## config.mk

```make
export PLATFORM = sky130hd
export DESIGN_NAME = riscv_csr_unit_flat
export DESIGN_NICKNAME = d
export VERILOG_FILES = /design/src/rtl/riscv_csr_unit_if.sv /design/src/rtl/riscv_csr_unit.sv /design/src/flat_wrapper.sv
export SDC_FILE = /design/constraint.sdc
export NUM_CORES = 1
export LEC_CHECK = 0
export ABC_AREA = 1
export BUFFER_PORTS_ARGS = -buffer_cell sky130_fd_sc_hd__clkbuf_2
export CORE_MARGIN = 10
export CORE_UTILIZATION = 55
export CTS_BUF_LIST = sky130_fd_sc_hd__clkbuf_4
export CTS_CLUSTER_DIAMETER = 100
export DETAILED_ROUTE_END_ITERATION = 8
export MAX_ROUTING_LAYER = met4
export PLACE_DENSITY = 0.88
export REMOVE_ABC_BUFFERS = 1
export SYNTH_ARGS = -nofsm -noshare
export SYNTH_HDL_FRONTEND = slang
export SYNTH_SLANG_ARGS = --single-unit
```

## constraint.sdc

```tcl
create_clock -name clk -period 4.1 [get_ports clk]
set_input_delay 0.41 -clock clk [delete_from_list [all_inputs] [get_ports clk]]
set_output_delay 0.41 -clock clk [all_outputs]
set_load 0.02 [all_outputs]
```

## src/rtl/riscv_csr_unit_if.sv

```systemverilog
// CSR access, trap and mret signals between the core pipeline (master) and the CSR unit (slave).
// The CSR unit has no ready. csr_en/trap_en/mret_en/instret_en each mean "happens this cycle" and are always accepted, and csr_rdata/csr_illegal answer in the same cycle.
interface riscv_csr_unit_if;
    logic        csr_en;
    logic [1:0]  csr_op;
    logic [11:0] csr_addr;
    logic [31:0] csr_wdata;
    logic        trap_en;
    logic [31:0] trap_cause;
    logic [31:0] trap_pc;
    logic        mret_en;
    logic        instret_en;
    logic [31:0] csr_rdata;
    logic        csr_illegal;
    logic [31:0] trap_vector;
    logic [31:0] mret_pc;

    modport master (
        output csr_en, csr_op, csr_addr, csr_wdata,
        output trap_en, trap_cause, trap_pc, mret_en, instret_en,
        input  csr_rdata, csr_illegal, trap_vector, mret_pc
    );

    modport slave (
        input  csr_en, csr_op, csr_addr, csr_wdata,
        input  trap_en, trap_cause, trap_pc, mret_en, instret_en,
        output csr_rdata, csr_illegal, trap_vector, mret_pc
    );
endinterface

```

## src/rtl/riscv_csr_unit.sv

```systemverilog
// Machine-mode CSR file: Zicsr RW/RS/RC, trap entry and mret sequencing.
// Define RISCV_CSR_COUNTERS_EN to add the 64-bit mcycle/minstret counters and their read-only shadows.
module riscv_csr_unit #(
    parameter int          WORD_LENGTH = 32,
    parameter logic [31:0] HART_ID     = 32'd0,
    parameter logic [31:0] MTVEC_RESET = 32'h0000_0000
) (
    input logic             clk,
    input logic             rst,
    riscv_csr_unit_if.slave csr
);
    localparam logic [11:0] A_MSTATUS  = 12'h300;
    localparam logic [11:0] A_MTVEC    = 12'h305;
    localparam logic [11:0] A_MSCRATCH = 12'h340;
    localparam logic [11:0] A_MEPC     = 12'h341;
    localparam logic [11:0] A_MCAUSE   = 12'h342;
    localparam logic [11:0] A_MTVAL    = 12'h343;
    localparam logic [11:0] A_MHARTID  = 12'hF14;
`ifdef RISCV_CSR_COUNTERS_EN
    localparam logic [11:0] A_MCYCLE    = 12'hB00;
    localparam logic [11:0] A_MCYCLEH   = 12'hB80;
    localparam logic [11:0] A_MINSTRET  = 12'hB02;
    localparam logic [11:0] A_MINSTRETH = 12'hB82;
    localparam logic [11:0] A_CYCLE     = 12'hC00;
    localparam logic [11:0] A_CYCLEH    = 12'hC80;
    localparam logic [11:0] A_INSTRET   = 12'hC02;
    localparam logic [11:0] A_INSTRETH  = 12'hC82;
`endif

    logic [WORD_LENGTH-1:0] mtvec, mscratch, mepc, mcause;
    logic                   mie, mpie;

    logic [WORD_LENGTH-1:0] rdata, new_val;
    logic                   implemented, wr_effective, read_only, illegal, do_write;

`ifdef RISCV_CSR_COUNTERS_EN
    logic [63:0] mcycle, minstret;
`endif

    always_comb begin
        implemented = 1'b1;
        rdata       = '0;
        case (csr.csr_addr)
            A_MSTATUS:  rdata = {19'b0, 2'b11, 3'b0, mpie, 3'b0, mie, 3'b0};
            A_MTVEC:    rdata = mtvec;
            A_MSCRATCH: rdata = mscratch;
            A_MEPC:     rdata = mepc;
            A_MCAUSE:   rdata = mcause;
            A_MTVAL:    rdata = '0;
            A_MHARTID:  rdata = HART_ID;
`ifdef RISCV_CSR_COUNTERS_EN
            A_MCYCLE,   A_CYCLE:    rdata = mcycle[31:0];
            A_MCYCLEH,  A_CYCLEH:   rdata = mcycle[63:32];
            A_MINSTRET, A_INSTRET:  rdata = minstret[31:0];
            A_MINSTRETH, A_INSTRETH: rdata = minstret[63:32];
`endif
            default:    implemented = 1'b0;
        endcase
    end

    // RS/RC with a zero mask are pure reads, so they may target read-only CSRs.
    always_comb begin
        wr_effective = (csr.csr_op == 2'b01) || (csr.csr_op[1] && (csr.csr_wdata != '0));
        read_only    = (csr.csr_addr[11:10] == 2'b11);
        illegal      = csr.csr_en && (!implemented || (read_only && wr_effective));
        do_write     = csr.csr_en && wr_effective && !illegal && !csr.trap_en && !csr.mret_en;
        case (csr.csr_op)
            2'b01:   new_val = csr.csr_wdata;
            2'b10:   new_val = rdata | csr.csr_wdata;
            2'b11:   new_val = rdata & ~csr.csr_wdata;
            default: new_val = rdata;
        endcase
    end

    always_ff @(posedge clk or posedge rst) begin
        if (rst) begin
            mtvec    <= MTVEC_RESET & ~32'h3;
            mscratch <= '0;
            mepc     <= '0;
            mcause   <= '0;
            mie      <= 1'b0;
            mpie     <= 1'b0;
        end else if (csr.trap_en) begin
            mepc   <= csr.trap_pc & ~32'h3;
            mcause <= csr.trap_cause;
            mpie   <= mie;
            mie    <= 1'b0;
        end else if (csr.mret_en) begin
            mie  <= mpie;
            mpie <= 1'b1;
        end else if (do_write) begin
            case (csr.csr_addr)
                A_MSTATUS: begin
                    mie  <= new_val[3];
                    mpie <= new_val[7];
                end
                A_MTVEC:    mtvec    <= new_val & ~32'h3;
                A_MSCRATCH: mscratch <= new_val;
                A_MEPC:     mepc     <= new_val & ~32'h3;
                A_MCAUSE:   mcause   <= new_val;
                default:    ;
            endcase
        end
    end

`ifdef RISCV_CSR_COUNTERS_EN
    // A write to either half replaces that half and holds the whole counter for the cycle.
    always_ff @(posedge clk or posedge rst) begin
        if (rst) begin
            mcycle   <= '0;
            minstret <= '0;
        end else begin
            if (do_write && csr.csr_addr == A_MCYCLE)
                mcycle <= {mcycle[63:32], new_val};
            else if (do_write && csr.csr_addr == A_MCYCLEH)
                mcycle <= {new_val, mcycle[31:0]};
            else
                mcycle <= mcycle + 64'd1;

            if (do_write && csr.csr_addr == A_MINSTRET)
                minstret <= {minstret[63:32], new_val};
            else if (do_write && csr.csr_addr == A_MINSTRETH)
                minstret <= {new_val, minstret[31:0]};
            else if (csr.instret_en)
                minstret <= minstret + 64'd1;
        end
    end
`else
    logic unused_instret;
    assign unused_instret = csr.instret_en;
`endif

    assign csr.csr_rdata   = rdata;
    assign csr.csr_illegal = illegal;
    assign csr.trap_vector = mtvec;
    assign csr.mret_pc     = mepc;
endmodule

```

## src/flat_wrapper.sv

```systemverilog
// flat-port wrapper written by rule: the top's interface ports become plain ports
module riscv_csr_unit_flat 
#(
    parameter int          WORD_LENGTH = 32,
    parameter logic [31:0] HART_ID     = 32'd0,
    parameter logic [31:0] MTVEC_RESET = 32'h0000_0000
)
  (clk, rst, csr_csr_en, csr_csr_op, csr_csr_addr, csr_csr_wdata, csr_trap_en, csr_trap_cause, csr_trap_pc, csr_mret_en, csr_instret_en, csr_csr_rdata, csr_csr_illegal, csr_trap_vector, csr_mret_pc);
  riscv_csr_unit_if csr_i ();
  input logic clk;
  input logic rst;
  input wire logic [$bits(csr_i.csr_en)-1:0] csr_csr_en;
  input wire logic [$bits(csr_i.csr_op)-1:0] csr_csr_op;
  input wire logic [$bits(csr_i.csr_addr)-1:0] csr_csr_addr;
  input wire logic [$bits(csr_i.csr_wdata)-1:0] csr_csr_wdata;
  input wire logic [$bits(csr_i.trap_en)-1:0] csr_trap_en;
  input wire logic [$bits(csr_i.trap_cause)-1:0] csr_trap_cause;
  input wire logic [$bits(csr_i.trap_pc)-1:0] csr_trap_pc;
  input wire logic [$bits(csr_i.mret_en)-1:0] csr_mret_en;
  input wire logic [$bits(csr_i.instret_en)-1:0] csr_instret_en;
  output wire logic [$bits(csr_i.csr_rdata)-1:0] csr_csr_rdata;
  output wire logic [$bits(csr_i.csr_illegal)-1:0] csr_csr_illegal;
  output wire logic [$bits(csr_i.trap_vector)-1:0] csr_trap_vector;
  output wire logic [$bits(csr_i.mret_pc)-1:0] csr_mret_pc;
  assign csr_i.csr_en = csr_csr_en;
  assign csr_i.csr_op = csr_csr_op;
  assign csr_i.csr_addr = csr_csr_addr;
  assign csr_i.csr_wdata = csr_csr_wdata;
  assign csr_i.trap_en = csr_trap_en;
  assign csr_i.trap_cause = csr_trap_cause;
  assign csr_i.trap_pc = csr_trap_pc;
  assign csr_i.mret_en = csr_mret_en;
  assign csr_i.instret_en = csr_instret_en;
  assign csr_csr_rdata = csr_i.csr_rdata;
  assign csr_csr_illegal = csr_i.csr_illegal;
  assign csr_trap_vector = csr_i.trap_vector;
  assign csr_mret_pc = csr_i.mret_pc;
  riscv_csr_unit #(.WORD_LENGTH(WORD_LENGTH), .HART_ID(HART_ID), .MTVEC_RESET(MTVEC_RESET)) u_core (.clk(clk), .rst(rst), .csr(csr_i));
endmodule
```

Word level (Yosys, flattened, before mapping)
Index checks and enable logic that the tools add are counted.
{ "word_totals": {"reg_bits": 128, "input_bits": 116, "output_inout_bits": 97, "word_cells": 67} }
{ "classes": {"n_eq_ne": 12, "mux": 19, "bitwise_logic": 5, "n_reduce_logical": 25} }
{ "ops": {"columns": ["operator", "n"], "rows": [
  ["$mux W32", 8],
  ["$pmux W32 S5", 1],
  ["$pmux W32 S3", 1],
  ["$eq A12 B10 Y1 const B", 6],
  ["$and A32 B32 Y32", 1],
  ["$not A32 Y32", 1],
  ["$or A32 B32 Y32", 1],
  ["$reduce_bool A32 Y1", 1],
  ["$eq A12 B12 Y1 const B", 1],
  ["$mux W1", 9],
  ["$reduce_and A4 Y1", 2],
  ["$logic_and A1 B1 Y1", 7],
  ["$reduce_or A7 Y1", 1],
  ["$eq A2 B2 Y1 const B", 3],
  ["$reduce_and A3 Y1", 2],
  ["$reduce_bool A2 Y1", 3],
  ["$reduce_bool A3 Y1", 2],
  ["$logic_not A1 Y1", 4],
  ["$eq A2 B1 Y1 const B", 1],
  ["$logic_or A1 B1 Y1", 2],
  ["$ne A2 B2 Y1 const B", 1],
  ["$not A1 Y1", 2],
  ["$reduce_and A2 Y1", 1]
]} }

Logic depth before layout (Yosys ltp)
{ "depth": {"word_depth": 13, "depth_mapped": 15, "ltp_nobuf": 14} }

Worst setup path after synthesis
Ideal clock, no wire load.
{ "synth_path": {"path_type": "input to output", "start": "input csr_csr_addr[9]", "end": "output csr_csr_illegal", "arrival_time_ns": 1.677, "t_required_ns": 3.690, "slack_ns": 2.013, "cell_stages": 9, "n_path_buf": 0, "cell_sequence": "nand2_1 > inv_1 > nand2_1 > nor2_4 > nand2_1 > nand2_1 > nor2_2 > nand3b_4 > a21boi_0"} }
{ "synth_via": {"elab_chain_len": 6, "word_cells_on_any_way": 12, "classes_between": "eq/ne: 7; mux: 1; reduce/logical: 4"} }
{ "synth_lines": {"columns": ["element", "line_no", "source"], "rows": [
  ["start: declaration", "flat_wrapper.sv:14", "input wire logic [$bits(csr_i.csr_addr)-1:0] csr_csr_addr;"],
  ["$eq A12 B10 Y1 / $eq A12 B12 Y1 (equally long branches)", "riscv_csr_unit.sv:43", "case (csr.csr_addr)"],
  ["$reduce_or A7 Y1 (no source line) (*)", null, null],
  ["$mux W1 (*)", "riscv_csr_unit.sv:43", null],
  ["$logic_not A1 Y1 (*)", "riscv_csr_unit.sv:65", "illegal = csr.csr_en && (!implemented || (read_only && wr_effective));"],
  ["$logic_or A1 B1 Y1 (*)", "riscv_csr_unit.sv:65", null],
  ["$logic_and A1 B1 Y1 (*)", "riscv_csr_unit.sv:65", null],
  ["end: declaration", "flat_wrapper.sv:22", "output wire logic [$bits(csr_i.csr_illegal)-1:0] csr_csr_illegal;"]
]} }
Mark *: on every way between the ends. The rest lies on a longest branch, timed or not.

Worst setup path after layout
{ "layout_path": {"start": "input csr_csr_addr[11]", "end": "output csr_csr_rdata[21]"} }
{ "layout_via": {"elab_chain_len": 2, "word_cells_on_any_way": 6, "classes_between": "eq/ne: 5; mux: 1"} }
{ "layout_lines": {"columns": ["element", "line_no", "source"], "rows": [
  ["$eq A12 B10 Y1", "riscv_csr_unit.sv:43", null],
  ["$pmux W32 S5 (*)", "riscv_csr_unit.sv:43", null],
  ["end: declaration", "flat_wrapper.sv:21", "output wire logic [$bits(csr_i.csr_rdata)-1:0] csr_csr_rdata;"]
]} }
Marked as above.

==> metrics.csv <==
stage,metric,value,unit
job,Max Cap Viol,0,
pwr,Pleak,0.00542,uW
floorplanning,chip height,138,um
critical_path,CP startpoint,csr_csr_addr[11],
cts,TritonCTS buffer count,17,
critical_path,Crit path depth,9,
cts,CTS tree,done,
critical_path,Worst Path Buf+Inv,3,
cts,clk buf depth,2,
final_layout,share of cells above drive strength 1,20.6,%
cts,Post-CTS Setup Bufs,0,
final_layout,fin util,66.8,%
yosys,mapped cell area,7600,um^2
yosys,ys async rst share,100,%
drt,WL final,26.8,mm
critical_path,CP max stage delay,0.53,ns
placement,final RePlAce weighted congestion,0.939,
timing,Clock Skew,0.0121,ns
yosys,synthesized flop and latch total,126,
yosys,Cell variety after synth,30,
drt,initial DRC count,989,
timing,Setup WS post-layout,1.31,ns
critical_path,crit start category,primary input,
timing,final period utilization,68.1,%
global_route,global-route wire length before repair,41.5,mm
final_layout,most frequent cells in the layout,"nand2_1 (660), clkbuf_2 (205), nand3_1 (150), dfrtp_1 (126), o21ai_0 (39)",
yosys,post-synthesis sequential area ratio,41.5,%
critical_path,crit path capture,csr_csr_rdata[21],
timing,FMAX,358,MHz
global_route,largest net degree at the start of global routing,68,
critical_path,slowest cell on the critical path,inv_2,
global_route,vias in the first global route,8219,
cts,H-tree depth,4,
status,status,"finished, violations left",
cts,CTS Root Cell,clkbuf_4,
critical_path,crit path cell chain,clkbuf_2 > nor2_1 > nand2_1 > nor2_4 > nand2_1 > inv_2 > nand2_1 > nand4_1 > clkbuf_2,
final_layout,ant diodes,0,
drt,DRC errors left,0,
floorplanning,initial core utilization,56.7,%
global_route,GRT overflow,0,
min_path,Hold Crit Class,primary input to asynchronous set/reset pin,
cts,"Hold-fix buffers, CTS",0,
drt,DR vias,8539,
final_layout,"commonest non-fill, non-tap cell in the layout",nand2_1,
critical_path,WP data required,3.69,ns
timing,# setup viols final,0,
critical_path,"most used cell, CP",nand2_1,
placement,# port buffers,205,
critical_path,CP max FO,25,
placement,dpl ws,1.01,ns
final_layout,filler cell count,1236,
final_layout,Final nets,1456,
timing,Slew headroom,43.7,%
cts,clk sinks,126,
pwr,Power per Cell Area,313,nW/um^2
timing,hold slack,-0.00194,ns
critical_path,CP Class,primary input to output pin,
drt,DRT Pass-1 Iters,5,
yosys,Cells after Synth,1168,
floorplanning,die area,18900,um^2
global_route,GRT Total Usage,28.9,%
floorplanning,Site Rows,42,
floorplanning,Top Ports,213,
drt,drt wl/cell,17.5,um
global_route,initial antenna violation count,0,
cts,"Reg clk slew, reported paths",0.11,ns
critical_path,worst flop-to-flop path endpoint,u_core.mcause[3],
drt,ANT nets after route,0,
critical_path,kind of cell adding the most delay to the critical path,simple AND/OR/NAND/NOR gates,
critical_path,WP data arrival,2.38,ns
final_layout,area grow syn2layout,17.8,%
timing,RSZ-0062 raised after global routing,false,
yosys,Ys Warns,0,
cts,post-CTS sizing,0,
critical_path,FF-to-FF path depth,10,
critical_path,CP Capture Type,output pin,
cts,clk_lat worst skew,0.55,ns
pwr,total power,2800,uW
placement,HPWL Detailed,17.4,mm
floorplanning,Core Region,13400,um^2
critical_path,FF-to-FF Start,u_core.mie,
yosys,Mapped Avg Cell Area,6.51,um^2
floorplanning,Die X,138,um
timing,Max Slew Vio Count,0,
timing,Worst Tran Pin Value,0.842,ns
pwr,worst vdd ir,0.230,mV
yosys,"EDFF count, synth",0,
yosys,Post-synth top flop,dfrtp_1,
critical_path,flop2flop setup slack,2.72,ns
drt,via density per instance,5.58,
status,violated checks,negative hold slack,
timing,min Tclk post-route,2.79,ns
timing,final hold vios,2,
[flip-flops by register name (all words and copies together) (netlist names)]
| register | count |
|---|---|
| u_core.mcause | 32 |
| u_core.mscratch | 32 |
| u_core.csr.mret_pc | 30 |
| u_core.csr.trap_vector | 30 |
| u_core.mie | 1 |
| u_core.mpie | 1 |
[worst min-delay path by stage]
stage          depth (start not counted)                start                    endpoint  slack, ns
2_1_floorplan                          2   u_core.mscratch[0]          u_core.mscratch[0]       0.44
3_3_place_gp                           2   u_core.mscratch[8]          u_core.mscratch[8]       0.45
3_5_place_dp                           2  u_core.mscratch[28]         u_core.mscratch[28]       0.46
4_1_cts                                2                  rst      u_core.csr.mret_pc[28]      0.002
5_1_grt                                2                  rst           u_core.mcause[28]       0.03
6_report                               2                  rst  u_core.csr.trap_vector[26]     -0.002
[routing by layer]
| metal | track usage (%) | wire length (um) |
|---|---|---|
| met1 | 35.4 | 10600 |
| met2 | 44.8 | 12400 |
| met3 | 7.10 | 2870 |
| met4 | 12.3 | 818 |
| met5 | - | 0 |
[layout make-up]
| cell class | count | area (um^2) | area share (%) |
|---|---|---|---|
| sequential | 126 | 3150 | 35.2 |
| tap | 176 | 220 | 2.46 |
| multi-input combinational | 944 | 3980 | 44.4 |
| clock inverter | 14 | 198 | 2.21 |
| inverter | 29 | 113 | 1.26 |
| clock buffer | 18 | 135 | 1.51 |
| timing repair buffer | 222 | 1150 | 12.9 |
[synth_stat cells (all sizes together), types with 3 or more instances]
cell type  instances  share of area, %
nand2            664                33
nand3            150               9.9
dfrtp            126                41
nor2              45               2.8
o21ai             39               2.6
buf               37               3.3
clkbuf            35               1.7
nand4             29               2.5
inv               28               1.4
nand3b             3              0.51
nor3               3              0.20
or2                3              0.25
[power by group]
group	total [uW]	switching, uW	internal (uW)
clock	1020	480	542
combinational	428	289	139
sequential	1350	47.0	1310
total	2800	816	1990
[per-stage QoR]
stage	std cells	TNS, ns	area [um^2]
floorplan	1099	-53.97	7230
CTS	1529	0	8950
detailed placement	1497	0	8610
global route	1529	0	8950
finish	1529	0	8950
global placement	1497	0	8610
[kinds of logic (layout without fill, tap and decap cells)]
| family | count (synthesis) | after routing | share of synthesized area [%] |
|---|---|---|---|
| buffers and inverters | 101 | 283 | 6.47 |
| DFF | 126 | 126 | 41.5 |
| other | 1 | 4 | 0.0494 |
| and+or+nand+nor | 900 | 900 | 49.3 |
| AOI/OAI and AO/OA | 40 | 40 | 2.67 |
Power figures use the tool's default switching activity.
